[src/rtl/mod_counter.sv]
// Modulo-NUM up/down counter with wrap or saturate end modes.
// Optional wrap event counter enabled by defining MOD_COUNTER_WRAPS_EN.
module mod_counter #(
  parameter int NUM    = 2048,
  parameter int WRAP_W = 8,
  localparam int W     = (NUM > 2) ? $clog2(NUM) : 1
) (
  input  logic              clk_sig,
  input  logic              reset_sig,
  input  logic              en_sig,
  input  logic              up_sig,
  input  logic              sat_sig,
  input  logic              load_sig,
  input  logic [W-1:0]      load_val,
  output logic [W-1:0]      counter_sig,
  output logic              tc_sig,
`ifdef MOD_COUNTER_WRAPS_EN
  output logic              wrap_sig,
  output logic [WRAP_W-1:0] wrap_cnt_sig
`else
  output logic              wrap_sig
`endif
);

  localparam logic [W-1:0] MAX = W'(NUM - 1);

  logic [W-1:0] r_count = '0;
  logic         r_wrap  = 1'b0;

  logic [W-1:0] w_term;
  logic [W-1:0] w_load;
  logic [W-1:0] w_next;
  logic         w_at_term;
  logic         w_wrap;

  assign w_term    = up_sig ? MAX : '0;
  assign w_at_term = (r_count == w_term);
  assign w_load    = (load_val > MAX) ? MAX : load_val;

  // Load outranks counting, so a load never produces a wrap.
  always_comb begin
    w_next = r_count;
    w_wrap = 1'b0;
    if (load_sig) begin
      w_next = w_load;
    end else if (en_sig) begin
      if (w_at_term) begin
        if (!sat_sig) begin
          w_next = up_sig ? '0 : MAX;
          w_wrap = 1'b1;
        end
      end else begin
        w_next = up_sig ? r_count + W'(1)
                        : r_count - W'(1);
      end
    end
  end

  always_ff @(posedge clk_sig) begin
    if (!reset_sig) begin
      r_count <= '0;
      r_wrap  <= 1'b0;
    end else begin
      r_count <= w_next;
      r_wrap  <= w_wrap;
    end
  end

`ifdef MOD_COUNTER_WRAPS_EN
  logic [WRAP_W-1:0] r_wrap_cnt = '0;

  always_ff @(posedge clk_sig) begin
    if (!reset_sig) begin
      r_wrap_cnt <= '0;
    end else if (w_wrap) begin
      r_wrap_cnt <= r_wrap_cnt + WRAP_W'(1);
    end
  end

  assign wrap_cnt_sig = r_wrap_cnt;
`endif

  assign counter_sig = r_count;
  assign wrap_sig    = r_wrap;
  assign tc_sig      = en_sig & w_at_term;

endmodule

[config.mk]
export PLATFORM = sky130hd
export DESIGN_NAME = mod_counter
export DESIGN_NICKNAME = d
export VERILOG_FILES = /design/src/rtl/mod_counter.sv
export SDC_FILE = /design/constraint.sdc
export NUM_CORES = 1
export LEC_CHECK = 0
export BUFFER_PORTS_ARGS = -buffer_cell sky130_fd_sc_hd__buf_2
export CAP_MARGIN = 5
export CORE_AREA = 5 5 62 64
export DETAILED_ROUTE_END_ITERATION = 16
export DIE_AREA = 0 0 67 69
export HOLD_SLACK_MARGIN = 0.02
export SETUP_SLACK_MARGIN = 0.15
export SLEW_MARGIN = 20
export SYNTH_ARGS = -nofsm -noshare
export SYNTH_HDL_FRONTEND = slang
export SYNTH_SLANG_ARGS = --single-unit
[constraint.sdc]
create_clock -name clk_sig -period 4.7 [get_ports clk_sig]
set_clock_uncertainty 0.15 [all_clocks]
set_input_delay 0.235 -clock clk_sig [delete_from_list [all_inputs] [get_ports clk_sig]]
set_output_delay 0.235 -clock clk_sig [all_outputs]
set_load 0.02 [all_outputs]
==> results_dict.tcl <==
set metrics [dict create \
    rows 21 \
    synth_ff_type "dfxtp_1" \
    mostFrequentLayoutCells "29 x buf_2, 13 x nand2_1, 12 x o21ai_0, 12 x dfxtp_1, 10 x a21oi_1" \
    worstSetupEndpointType "flip-flop" \
    gp_congestion 0.886 \
    ys_types 43 \
    multi_input_area_um2 785 \
    final_common_cell "buf_2" \
    clkTransAtPathRegs_ns 0.07 \
    cp.arrival_ns 2.66 \
    power.leakage_nw 0.570 \
    critPathKind "input port to flip-flop" \
    peakVddDrop_mv 0.114 \
    cts_resized 0 \
    postCtsHoldBufs 0 \
    reg2reg_from "counter_sig[6]" \
    netlist_area_um2 1090 \
    ys_seq_area_share_pct 22.1 \
    htree_levels 1 \
    synthCells 133 \
    drive_above_1_share_pct 23.9 \
    slowest_stage "a2111oi_4" \
    maxSlewViolCount 0 \
    vias 1076 \
    dieArea_um2 4620 \
    vias_per_cell 5.25 \
    fin_ws_ns 2.06 \
    wirelength_mm 2.87 \
    design.core.area_um2 3230 \
    crit_family "compound AO/OA/AOI/OAI gates" \
    startpoint "up_sig" \
    rsz0062_at_grt "no" \
    pre_cts_ws_ns 1.75 \
    dp_hpwl_mm 2.23 \
    max_freq_ghz 0.379 \
    grt_pass1_vias 1080 \
    cts_sinks 12 \
    initial_core_util_pct 33.6 \
    synthArstFlopShare_pct 0 \
    synth_fp_nets 160 \
    r2r_slack_ns 2.07 \
    hold_path.startpoint "load_val[2]" \
    setup_viol 0 \
    ant_nets 0 \
    max_stage_delay_ns 0.58 \
    fp.dieW_um 67 \
    fin_crit_sh_pct 56.1 \
    ios 30 \
    cts_setup_buffers 0 \
    hold_path_class "input port to flip-flop" \
    yosys_warnings 0 \
    cap_violations 0 \
    synth_edf_count 0 \
    cts_buffers 3 \
    seq_area_um2 240 \
    status "completed" \
    die_h_um 69 \
    relSlewSlack_pct 60.2 \
    grtUsageTotal_pct 13.6 \
    overflow 0 \
    drt_pass1_iterations 4 \
    avgSynthCellArea_um2 8.18 \
    start_kind "input port" \
    dr.first_iter.drc_count 33 \
    cts.path.max_buffers 2 \
    final_nets 188 \
    remaining_drc_errors 0 \
    finalHoldViolCount 0 \
    setup_tns_ns 0 \
    crit_path_cell_trace "buf_2, inv_1, ha_1, nand4_1, a2111oi_4, a21boi_2, or3_1, o2111a_1" \
    period_minus_slack_ns 2.64 \
    antenna_found_initial 0 \
    area_growth_pct 17.0 \
    worstPathBufferInverterCount 2 \
    fill_cells 348 \
    cts_tree "yes" \
    hold_ws_ns 0.0424 \
    grt_max_degree 21 \
    n_antenna_cell 0 \
    numPortBuffers 29 \
    required_ns 4.72 \
    power.density_nw_per_um2 246 \
    worstMarginPinSlew_ns 0.593 \
    wl_per_cell_um 14.0 \
    worstSkewPairLatency_ns 0.27 \
    cp_max_fo 12 \
    synth-seq-cells 12 \
    grt_pass1_wl_mm 5.01 \
    cts_root_buffer "clkbuf_4" \
]
[cells in the mapped netlist, drive strengths merged (2+ instances only)]
cell | instances | share of area (%)
o21ai | 15 | 6.9
nand2 | 13 | 4.5
dfxtp | 12 | 22
a21oi | 10 | 4.6
ha | 9 | 10
nor2 | 9 | 3.1
inv | 6 | 2.1
and2 | 4 | 2.3
buf | 4 | 3.0
xnor2 | 4 | 3.2
a21boi | 3 | 2.4
nand2b | 3 | 1.7
nand3 | 3 | 1.4
nand4 | 3 | 1.7
or3 | 3 | 2.2
xor2 | 3 | 2.4
a2111oi | 2 | 3.9
and3 | 2 | 1.2
clkbuf | 2 | 0.69
mux2i | 2 | 1.8
o2111a | 2 | 2.1
o211a | 2 | 1.8
o211ai | 2 | 1.8
o21bai | 2 | 1.4
o311ai | 2 | 1.6
[metrics by stage]
stage               util (%)  cell area, um^2  cells  power (mW)
floorplan                  -             1090    133       0.218
global placement        38.7             1250    202       0.249
detailed placement      38.7             1250    202       0.251
CTS                     39.4             1270    205       0.317
global route            39.4             1270    205       0.339
finish                  39.4             1270    205       0.313
[report_power, final]
group	switching (mW)	internal, mW
Clock	0.0344	0.0297
Sequential	0.00883	0.110
Combinational	0.0760	0.0536
Total	0.119	0.193
[logic make-up after synthesis]
logic type | Yosys count | synth area share (%)
adder cells (fa/ha/maj) | 10 | 12.2
flip-flops | 12 | 22.1
multiplexers | 3 | 2.88
AO/OA/AOI/OAI | 45 | 30.7
buffers and inverters | 12 | 5.75
AND/OR/NAND/NOR | 44 | 20.7
XOR/XNOR | 7 | 5.64
[layout make-up]
type / count / share of cell area [%]
Timing Repair Buffer: 29 / 11.4
Clock buffer: 3 / 1.77
Multi-Input combinational cell: 109 / 61.7
Inverter: 6 / 1.77
Tap cell: 46 / 4.52
Sequential cell: 12 / 18.9
[routing by layer]
layer / routed length [um] / share of wire, % / up-vias / GRT usage, %
met5: 0 / 0 / - / 0
met4: 57 / 2.0 / 0 / 6.76
met3: 59 / 2.1 / 6 / 1.30
met2: 1410 / 49 / 19 / 22.5
met1: 1350 / 47 / 502 / 17.2
li1: - / - / 549 / -
[sequential cells by signal (all words and copies together), names as in the netlist]
register and cells:
wrap_sig 1, counter_sig 11
[final timing paths]
kind                         end  depth (start not counted)
setup reg to reg  counter_sig[4]                          6
setup / recovery  counter_sig[4]                          8
hold / removal    counter_sig[2]                          3
hold reg to reg   counter_sig[2]                          2
[worst register-to-register path, stage by stage (launching register included)]
cell	delay (ns)
dfxtp_1	0.35
ha_1	0.41
nand4_1	0.26
a2111oi_4	0.58
a21boi_2	0.28
or3_1	0.37
o2111a_1	0.14
Note: power is estimated with default switching activity, not from simulation.
